**config.mk**
```make
export PLATFORM = sky130hd
export DESIGN_NAME = credit_payout_ctrl
export DESIGN_NICKNAME = d
export VERILOG_FILES = /design/src/rtl/credit_payout_ctrl.sv
export SDC_FILE = /design/constraint.sdc
export NUM_CORES = 1
export LEC_CHECK = 0
export CORE_UTILIZATION = 56
export CTS_CLUSTER_DIAMETER = 200
export DETAILED_ROUTE_END_ITERATION = 6
export GPL_ROUTABILITY_DRIVEN = 0
export PLACE_DENSITY = 0.9
export SETUP_SLACK_MARGIN = 0.15
export SKIP_CTS_REPAIR_TIMING = 1
export SLEW_MARGIN = 20
export SYNTH_ARGS = -nofsm -noshare
export SYNTH_HDL_FRONTEND = slang
export SYNTH_SLANG_ARGS = --single-unit
export TNS_END_PERCENT = 20
```
**constraint.sdc**
```tcl
create_clock -name CLK -period 8.15 [get_ports CLK]
set_clock_uncertainty 0.1 [all_clocks]
set_input_delay 0.815 -clock CLK [delete_from_list [all_inputs] [get_ports CLK]]
set_output_delay 0.815 -clock CLK [all_outputs]
set_load 0.05 [all_outputs]
```
**src/rtl/credit_payout_ctrl.sv**
```systemverilog
`default_nettype none
// ============================================================================
// Module      : credit_payout_ctrl
// Description : Slot-machine credit counter and game FSM. It counts coins,
//               debits a credit on start, evaluates the reels and counts the
//               award in, one credit per TICK.
// Revision    : 1.0 - initial release
// ============================================================================
module credit_payout_ctrl #(
    parameter int MAX_CREDIT = 99,
    parameter int PAY_TRIPLE = 10,
    parameter int PAY_PAIR   = 5
) (
    input  logic       CLK,
    input  logic       RST,
    input  logic       C_IN,
    input  logic       GAME_START,
    input  logic       REEL_DONE,
    input  logic [3:0] REEL1,
    input  logic [3:0] REEL2,
    input  logic [3:0] REEL3,
    input  logic       TICK,
    output logic [6:0] CREDIT,
    output logic       SPIN_EN,
    output logic       PAY_BUSY,
    output logic [2:0] STATE
);

    typedef enum logic [2:0] {
        IDLE   = 3'd0,
        READY  = 3'd1,
        SPIN   = 3'd2,
        EVAL   = 3'd3,
        PAYOUT = 3'd4
    } state_t;

    localparam logic [7:0] c_max_credit = 8'(MAX_CREDIT);
    localparam logic [4:0] c_pay_triple = 5'(PAY_TRIPLE);
    localparam logic [4:0] c_pay_pair   = 5'(PAY_PAIR);

    state_t     r_state;
    state_t     w_state_nxt;
    logic [6:0] r_credit;
    logic [6:0] w_credit_nxt;
    logic [7:0] w_credit_sum;
    logic [4:0] r_remaining;
    logic [4:0] w_remaining_nxt;
    logic [4:0] w_award;
    logic       r_cin_prev;
    logic       r_cin_armed;
    logic       r_start_prev;
    logic       w_coin;
    logic       w_start;
    logic       w_has_credit;
    logic       w_debit;
    logic       w_tick_pay;

    // A coin only counts once C_IN has been seen low after reset, so a button
    // held through reset release does not produce a phantom coin.
    assign w_coin       = C_IN & ~r_cin_prev & r_cin_armed;
    assign w_start      = GAME_START & ~r_start_prev;
    assign w_has_credit = (r_credit != 7'd0);

    always_comb begin
        w_award = 5'd0;
        if ((REEL1 == REEL2) && (REEL2 == REEL3)) begin
            w_award = c_pay_triple;
        end else if ((REEL1 == REEL2) || (REEL2 == REEL3) || (REEL1 == REEL3)) begin
            w_award = c_pay_pair;
        end
    end

    always_comb begin
        w_state_nxt     = IDLE;
        w_remaining_nxt = r_remaining;
        w_debit         = 1'b0;
        w_tick_pay      = 1'b0;
        case (r_state)
            IDLE:   w_state_nxt = w_has_credit ? READY : IDLE;
            READY: begin
                w_state_nxt = READY;
                if (w_start && w_has_credit) begin
                    w_debit     = 1'b1;
                    w_state_nxt = SPIN;
                end
            end
            SPIN:   w_state_nxt = REEL_DONE ? EVAL : SPIN;
            EVAL: begin
                w_remaining_nxt = w_award;
                if (w_award != 5'd0) begin
                    w_state_nxt = PAYOUT;
                end else begin
                    w_state_nxt = w_has_credit ? READY : IDLE;
                end
            end
            PAYOUT: begin
                if (r_remaining == 5'd0) begin
                    w_state_nxt = w_has_credit ? READY : IDLE;
                end else begin
                    w_state_nxt = PAYOUT;
                    if (TICK) begin
                        w_tick_pay      = 1'b1;
                        w_remaining_nxt = r_remaining - 5'd1;
                    end
                end
            end
            default: w_state_nxt = IDLE;
        endcase
    end

    // Debit only happens with credit >= 1, so the 8-bit sum never wraps low.
    assign w_credit_sum = {1'b0, r_credit} + {7'd0, w_coin} + {7'd0, w_tick_pay}
                        - {7'd0, w_debit};
    assign w_credit_nxt = (w_credit_sum > c_max_credit) ? c_max_credit[6:0]
                                                        : w_credit_sum[6:0];

    always_ff @(posedge CLK or posedge RST) begin
        if (RST) begin
            r_state      <= IDLE;
            r_credit     <= 7'd0;
            r_remaining  <= 5'd0;
            r_cin_prev   <= 1'b0;
            r_cin_armed  <= 1'b0;
            r_start_prev <= 1'b0;
        end else begin
            r_state      <= w_state_nxt;
            r_credit     <= w_credit_nxt;
            r_remaining  <= w_remaining_nxt;
            r_cin_prev   <= C_IN;
            r_start_prev <= GAME_START;
            if (!C_IN) begin
                r_cin_armed <= 1'b1;
            end
        end
    end

    assign CREDIT   = r_credit;
    assign STATE    = r_state;
    assign SPIN_EN  = (r_state == SPIN);
    assign PAY_BUSY = (r_state == PAYOUT);

endmodule
`default_nettype wire

```
; ---- Yosys cells after proc, flatten, opt, wreduce, memory -nomap -nowiden
; Cells that the tools add are included.
; W data, S select, Z words.
[classes]
eq_ne = 9
add_sub_neg = 4
shifts = 0
n_bitwise = 5
n_mux = 17
mul = 0
n_lt_le_gt_ge = 1
n_reduce_logical = 10
n_div = 0
[ops]
columns = operator, count
row1 = $pmux W3 S5, 1
row2 = $eq A4 B4 Y1, 3
row3 = $mux W5, 2
row4 = $pmux W5 S2, 1
row5 = $mux W3, 3
row6 = $add A7 B1 Y8, 1
row7 = $add A8 B1 Y8, 1
row8 = $gt A8 B7 Y1 const B, 1
row9 = $sub A8 B1 Y8, 1
row10 = $mux W1, 7
row11 = $mux W7, 1
row12 = $reduce_bool A7 Y1, 1
row13 = $eq A3 B2 Y1 const B, 2
row14 = $logic_not A5 Y1, 1
row15 = $reduce_bool A5 Y1, 1
row16 = $sub A5 B1 Y5 const B, 1
row17 = $mux W4, 1
row18 = $ne A2 B2 Y1 const B, 2
row19 = $and A1 B1 Y1, 3
row20 = $eq A3 B1 Y1 const B, 1
row21 = $eq A3 B3 Y1 const B, 1
row22 = $logic_not A3 Y1, 1
row23 = $reduce_and A3 Y1, 1
row24 = $logic_and A1 B1 Y1, 2
row25 = other kinds (4), 6
[word_totals]
reg_bits = 18
mem_bits_rw = 0
latch_bits = 0
mem_count = 0
rom_bits = 0
in_bits = 18

; ---- Logic depth before layout (Yosys ltp)
; Gate-level depths: netlist of the first run.
[logic_depth]
ltp_word = 8
mapped_depth = 13
ltp_nobuf = 13

; ---- Least setup slack after synthesis of the first run
; No wires, ideal clock.
[synth_timing]
path_type = flip-flop to flip-flop
startpoint = register r_credit[4], in the netlist CREDIT[4]
endpoint = register r_credit[2], in the netlist CREDIT[2]
path_buffers = 0
t_required_ns = 7.928
path_stages_with_launch = 14
synth_period_minus_slack_ns = 3.761
t_arrival_ns = 3.540
setup_slack_ns = 4.389
path_cell_list = dfrtp_1 inv_1 ha_1 nand2_1 o41ai_1 nor4b_1 ha_1 fa_1 fa_1 or2b_2 o22ai_1 a31o_1 a211o_1 o2111a_1
[synth_between]
elab_chain_len = 7
[synth_rtl]
columns = item, line_no
row1 = start: declaration, 43  ; logic [6:0] r_credit;
row2 = start signal: assignment, 127  ; r_credit <= w_credit_nxt;
row3 = branches (longest 4 deep; another with $add A7 B1 Y8), --
row4 = $sub A8 B1 Y8 (*), 113  ; - {7'd0, w_debit};
row5 = $gt A8 B7 Y1, 114  ; assign w_credit_nxt = (w_credit_sum > c_max_credit) ? c_max_credit[6:0]
row6 = $mux W7 (*), 114
row7 = via w_credit_nxt[2], 44  ; logic [6:0] w_credit_nxt;
; Mark *: on every way through the listed nets, which the timed path passes.
; A chain may end at the register's enable or synchronous reset.

; ---- Final worst setup path of the first run
[layout_timing]
startpoint = input GAME_START
endpoint = register r_credit[2], in the netlist CREDIT[2]
[layout_between]
elab_chain_len = 7
[layout_rtl]
columns = item, line_no
row1 = start: declaration, 17  ; input logic GAME_START,
row2 = $and A1 B1 Y1 (*), 61  ; assign w_start = GAME_START & ~r_start_prev;
row3 = $logic_and A1 B1 Y1 (*), 82  ; if (w_start && w_has_credit) begin
row4 = $mux W1 (*), 82
row5 = $mux W1 (*), 78  ; case (r_state)
row6 = $sub A8 B1 Y8 (*), 113
row7 = $gt A8 B7 Y1, 114
row8 = $mux W7 (*), 114
row9 = via w_credit_nxt[2], 44
; Mark *: on every way through the listed nets, which the timed path passes. The rest lies on a longest branch.

==> out/qor.yml, run 1 <==
yosys:
  yosys_warnings: 0
  ys_top_cells_by_area: "dfrtp_1 (30%), ha_1 (9.1%), xor2_1 (7.5%)"
  syn-cell-area_um2: 1520
  ys_types: 52
  synth_edf_count: 0
  synth_top_area_share_pct: 29.7
  yosysMostFrequentCell: "dfrtp_1"
  ys_seq_area_share_pct: 29.7
  syn_inst: 165
  ys_seq_elements: 18
  synth_fp_nets: 196
  synth-main-ff-cell: "dfrtp_1"
  yosysTopAreaCell: "dfrtp_1"
  synth_common_cells: "dfrtp_1 (18), inv_1 (14), xor2_1 (13)"
  ys_async_sr_fraction_pct: 100
  synth_area_per_cell_um2: 9.19
worst_setup_path:
  worst_path_largest_cell_delay_ns: 0.49
  path_cells: "clkdlybuf4s50_1, nor2b_1, o41ai_1, nor4b_1, ha_1, fa_1, fa_1, or2b_2, o22ai_1, a21oi_1, nor3_1, o2111a_1"
  startpoint_type: "primary input"
  critPathSlowestCell: "clkdlybuf4s50_1"
  r2r_setup_slack_ns: 4.24
  r2r_cells: 13
  setup.worst_path.start: "GAME_START"
  rr_startpoint: "CREDIT[4]$_DFF_PP0_"
  r2r_end: "CREDIT[2]$_DFF_PP0_"
  crit_fanout: 4
  cp-end-kind: "flip-flop"
  cp-endpoint: "CREDIT[2]$_DFF_PP0_"
  cp.arrival_ns: 4.44
  critPathRequiredTime_ns: 8.29
  cpMostUsedCell: "fa_1"
  crit_type: "in2reg"
cts:
  clk_path_buf_depth: 2
  cts_tree: "done"
  cts_sinks: 18
  numCtsBuffers: 3
  cts_max_level: 1
  path_clk_slew_ns: 0.10
  clk_latency_ns: 0.30
  cts-root-buf: "clkbuf_4"
global_routing:
  use_met1_pct: 36.6
  grt_pass1_vias: 1211
  antenna_found_initial: 0
  grt_overflow_total: 0
  use_met3_pct: 2.26
  grt.busiest_layer: "met2"
  grtUsageMet2_pct: 44.7
  grtUsageTotal_pct: 27.0
  grt_pass1_wl_um: 5510
  grt_max_degree: 19
floorplanning:
  core_um2: 2520
  fp-row-count: 18
  die_w_um: 54.0
  fp.dieH_um: 54.0
  initial_utilization_pct: 60.1
  dieArea_um2: 2920
  io_pins: 30
drt:
  vias: 1354
  antenna_left: 0
  drtPass1Iterations: 4
  viasPerCell: 6.02
  totalWireLength_um: 3560
  route.detailed.drc: 0
  drt-initial-drc-count: 34
  wl_per_cell_um: 15.8
timing:
  hold_viol: 0
  grt_setup_unrepaired: "false"
  setup_viol: 0
  min_period_over_period_pct: 52.7
  tightest_slew_ns: 0.699
  slew_headroom_pct: 53.4
  tns_ns: 0
  min_period_ns: 4.30
  final_max_slew_viol_count: 0
  fmaxAchievable_mhz: 233
power_and_ir_drop:
  ir_drop_uv: 273
  pwr_density_cell_nw_per_um2: 382
  p_leak_nw: 0.787
hold_path:
  hold_path_class: "reg2reg"
  min-delay-start: "r_cin_armed$_DFFE_PP0N_"
place:
  place.detailed.hpwl_um: 2880
  numPortBuffers: 29
outcome:
  outcome: "completed"
layout:
  area_growth_syn_to_layout_pct: 21.9
  finish.utilization_pct: 73.3
  num-nets-final: 228
  drive_gt1_share_pct: 7.18
  diodes: 0
run:
  drv_cap: 0
## worst min path at each step
stage	end	cells past startpoint
global route	r_cin_armed$_DFFE_PP0N_	1
floorplan	r_cin_armed$_DFFE_PP0N_	1
finish	r_cin_armed$_DFFE_PP0N_	1
global placement	r_cin_armed$_DFFE_PP0N_	1
detailed placement	r_cin_armed$_DFFE_PP0N_	1
CTS	r_cin_armed$_DFFE_PP0N_	1
## kinds of logic (layout without fill, tap and decap cells)
group	after synthesis	count (layout)	share of synthesized area (%)
XOR/XNOR	15	15	8.66
buffers and inverters	16	46	4.70
multiplexers	2	2	1.40
flip-flops	18	18	29.7
AO/OA/AOI/OAI	38	38	18.8
adder cells (fa/ha/maj)	13	13	11.7
AND/OR/NAND/NOR	63	63	25.0
## area by class of cell
cell class	count	area, um2
clock buffers	3	22.5
fillers	188	674
well taps	30	37.5
flip-flops and latches	18	450
inverters	14	52.6
repair buffers	29	290
multi-input cells	131	995
## metal layers
| layer | up-vias | part of all wire [%] |
|---|---|---|
| li1 | 658 | - |
| met5 | - | 0 |
| met3 | 7 | 4.2 |
| met2 | 60 | 50 |
| met1 | 629 | 44 |
| met4 | 0 | 1.7 |
## cell usage in the layout, fill, tap and decap left out, types with 2 or more instances in the layout
cell / synthesis / routed
fa_1: 2 / 2
xor2_1: 13 / 13
a22o_1: 2 / 2
o21a_1: 2 / 2
nor2_1: 12 / 12
nand2b_1: 2 / 2
inv_1: 14 / 14
nor2b_1: 6 / 6
nand3b_1: 5 / 5
and2_1: 2 / 2
or2b_2: 3 / 3
clkdlybuf4s50_1: 0 / 29
a21oi_1: 4 / 4
nand2_1: 8 / 8
o2111a_1: 2 / 2
ha_1: 11 / 11
o21ai_0: 7 / 7
nand3_1: 2 / 2
xnor2_1: 2 / 2
nor4_1: 5 / 5
a21o_1: 2 / 2
clkbuf_4: 0 / 3
nor3_1: 4 / 4
o211ai_1: 5 / 5
or3_1: 2 / 2
o2111ai_1: 2 / 2
nor3b_1: 2 / 2
dfrtp_1: 18 / 18
## state kept, by name, summed over array words and instances, names as in the netlist
name / cells
r_start_prev: 1
STATE: 3
CREDIT: 7
r_cin_prev: 1
r_remaining: 5
r_cin_armed: 1
## through the flow
stage / total power [mW] / area, um2 / std cells / worst slack [ns] / hold slack [ns]
2_1_floorplan: 0.530 / 1520 / 165 / 4.39 / 0.335
5_1_grt: 0.754 / 1850 / 225 / 3.61 / 0.429
3_3_place_gp: 0.626 / 1830 / 222 / 3.83 / 0.350
3_5_place_dp: 0.653 / 1830 / 222 / 3.57 / 0.353
4_1_cts: 0.700 / 1850 / 225 / 3.87 / 0.380
6_report: 0.706 / 1850 / 225 / 3.85 / 0.379
## worst max-delay path, delay by kind of cell
| kind | cells | cell delay [ns] |
|---|---|---|
| AO/OA/AOI/OAI | 4 | 0.65 |
| adder cells (fa/ha/maj) | 3 | 1.22 |
| buffers and inverters | 1 | 0.49 |
| AND/OR/NAND/NOR | 4 | 1.27 |
## power by group
| part | switching, mW | total (mW) | leakage [nW] | internal, mW |
|---|---|---|---|---|
| clock network | 0.0276 | 0.0449 | 0.0138 | 0.0173 |
| logic | 0.295 | 0.508 | 0.557 | 0.213 |
| registers | 0.0349 | 0.152 | 0.216 | 0.117 |
| total | 0.358 | 0.706 | 0.787 | 0.348 |
(Power assumes the default switching activity.)
==> run 2: changes to the inputs <==
--- a/config.mk
+++ b/config.mk
@@ -5,11 +5,11 @@
 export SDC_FILE = /design/constraint.sdc
 export NUM_CORES = 1
 export LEC_CHECK = 0
-export CORE_UTILIZATION = 56
+export CORE_UTILIZATION = 52
 export CTS_CLUSTER_DIAMETER = 200
 export DETAILED_ROUTE_END_ITERATION = 6
 export GPL_ROUTABILITY_DRIVEN = 0
-export PLACE_DENSITY = 0.9
+export PLACE_DENSITY = 0.84
 export SETUP_SLACK_MARGIN = 0.15
 export SKIP_CTS_REPAIR_TIMING = 1
 export SLEW_MARGIN = 20
==> constraint.sdc (replaced) <==
create_clock -name CLK -period 4.5 [get_ports CLK]
set_clock_uncertainty 0.1 [all_clocks]
set_input_delay 0.45 -clock CLK [delete_from_list [all_inputs] [get_ports CLK]]
set_output_delay 0.45 -clock CLK [all_outputs]
set_load 0.05 [all_outputs]
==> run 2 against run 1 <==
  * Cell count rose by 0.89%
  * Sequential share of layout area fell by 0.20 points
  * Die area rose by 7.4%
==> out/qor.yml, run 2 (synthesis gave the netlist of run 1 again) <==
layout:
  n_fill_cell: 230  # +22%
  fin_cells: 227  # +0.89%
  drive_gt1_share_pct: 7.65  # +0.47 points
  num-nets-final: 228  # unchanged
  final_cell_mix: "clkdlybuf4s50_1 (29), dfrtp_1 (18), inv_1 (14)"
  largest_register_ffs: 7  # unchanged
  final_common_cell: "clkdlybuf4s50_1"
  area_growth_syn_to_layout_pct: 22.9
  finish.utilization_pct: 67.6  # -5.7 points
  diodes: 0  # unchanged
drt:
  vias: 1351  # -0.22%
  drt-initial-drc-count: 47  # +38%
  route.detailed.drc: 0  # unchanged
  totalWireLength_um: 3280  # -8.1%
  antenna_left: 0  # unchanged
  viasPerCell: 5.95  # -1.1%
  wl_per_cell_um: 14.4  # -8.9%
  drtPass1Iterations: 4  # unchanged
worst_setup_path:
  critPathSlowestCell: "dfrtp_1"
  path_cells: "inv_1, ha_1, nand2_1, o41ai_1, nor4b_1, ha_1, fa_1, fa_1, or2b_2, o22ai_1, a21oi_1, nor3_1, o2111a_1"
  startpoint_type: "flip-flop"
  crit_fanout: 4  # unchanged
  path_depth: 13  # +1
  worst_path_largest_cell_delay_ns: 0.44  # -0.05 ns
  crit_type: "reg2reg"
  crit_buf_inv: 1  # unchanged
  r2r_cells: 13  # unchanged
  critical_path.top_delay_family: "adder cells"
  cp.arrival_ns: 4.09  # -0.35 ns
  cp-end-kind: "flip-flop"
  critPathRequiredTime_ns: 4.64  # -3.65 ns
timing:
  min_period_ns: 3.95
  setup_viol: 0  # unchanged
  grt_setup_unrepaired: "false"
  final_max_slew_viol_count: 0  # unchanged
  hold_viol: 0  # unchanged
  tns_ns: 0  # unchanged
  min_period_over_period_pct: 87.8
  tightest_slew_ns: 0.702  # +0.00305 ns
  fmaxAchievable_mhz: 253
  slew_headroom_pct: 53.2  # -0.20 points
run:
  drv_cap: 0  # unchanged
floorplanning:
  die_w_um: 56  # +3.6%
  initial_utilization_pct: 55.0  # -5.1 points
  fp-row-count: 19  # +1
  io_pins: 30  # unchanged
  core_um2: 2760  # +9.3%
  dieArea_um2: 3140  # +7.4%
  fp.dieH_um: 56  # +3.6%
place:
  numPortBuffers: 29  # unchanged
  place.detailed.hpwl_um: 2640  # -8.4%
  dp.cells: 223  # +0.45%
cts:
  path_clk_slew_ns: 0.10  # about the same
  clk_latency_ns: 0.30  # about the same
  cts_sinks: 18  # unchanged
  cts-root-buf: "clkbuf_4"
  numCtsBuffers: 3  # unchanged
  cts_tree: "done"
  cts_max_level: 1  # unchanged
  clk_path_buf_depth: 2  # unchanged
hold_path:
  hold_path_class: "reg2reg"
  hold_depth: 1  # unchanged
power_and_ir_drop:
  p_leak_nw: 0.794  # +0.91%
  ir_drop_uv: 630  # +130%
  pwr_density_cell_nw_per_um2: 692  # +81%
global_routing:
  grt_pass1_wl_um: 5630  # +2.1%
  grt_pass1_vias: 1278  # +5.5%
  antenna_found_initial: 0  # unchanged
  grt_max_degree: 19  # unchanged
  grt_overflow_total: 0  # unchanged
  grtUsageTotal_pct: 22.6  # -4.4 points
outcome:
  outcome: "completed"
## run 2: worst paths after layout
check | startpoint | to | slack (ns)
hold reg to reg | r_cin_armed$_DFFE_PP0N_ | r_cin_armed$_DFFE_PP0N_ | 0.38
min in group asynchronous | RST | r_cin_armed$_DFFE_PP0N_ | 0.44
hold / removal | r_cin_armed$_DFFE_PP0N_ | r_cin_armed$_DFFE_PP0N_ | 0.38
setup / recovery | CREDIT[3]$_DFF_PP0_ | CREDIT[2]$_DFF_PP0_ | 0.55
max in group asynchronous | RST | STATE[1]$_DFF_PP0_ | 3.41
setup reg to reg | CREDIT[3]$_DFF_PP0_ | CREDIT[2]$_DFF_PP0_ | 0.55
## run 2: final cells by class
class                      instances  area, um2  area share [%]
sequential                        18        450            24.2
timing repair buffer              29        290            15.6
inverter                          14       52.6            2.82
clock buffer                       4       36.3            1.95
multi-input combinational        131        995            53.4
tap                               31       38.8            2.08
## run 2: stage by stage
| step | hold slack [ns] | power (mW) | instance area [um2] | setup slack (ns) |
|---|---|---|---|---|
| 6_report | 0.380 | 1.29 | 1860 | 0.551 |
| 5_1_grt | 0.401 | 1.39 | 1860 | 0.458 |
| 4_1_cts | 0.381 | 1.29 | 1860 | 0.595 |
| 3_5_place_dp | 0.353 | 1.18 | 1830 | 0.432 |
| 3_3_place_gp | 0.351 | 1.13 | 1830 | 0.546 |
| 2_1_floorplan | 0.289 | 0.959 | 1520 | 0.739 |
## run 2: power by group
part           switching (mW)  total, mW  leakage (nW)  internal, mW
sequential             0.0597      0.272         0.216         0.213
combinational           0.529      0.915         0.557         0.385
clock                  0.0533      0.103        0.0210        0.0494
## run 2: metal layers
metal / vias to the layer above / part of all wire (%) / track usage (%)
met5: - / 0 / 0
met4: 0 / 0.95 / 4.18
met3: 5 / 4.1 / 4.42
met2: 34 / 49 / 40.8
met1: 648 / 46 / 27.9
li1: 664 / - / -
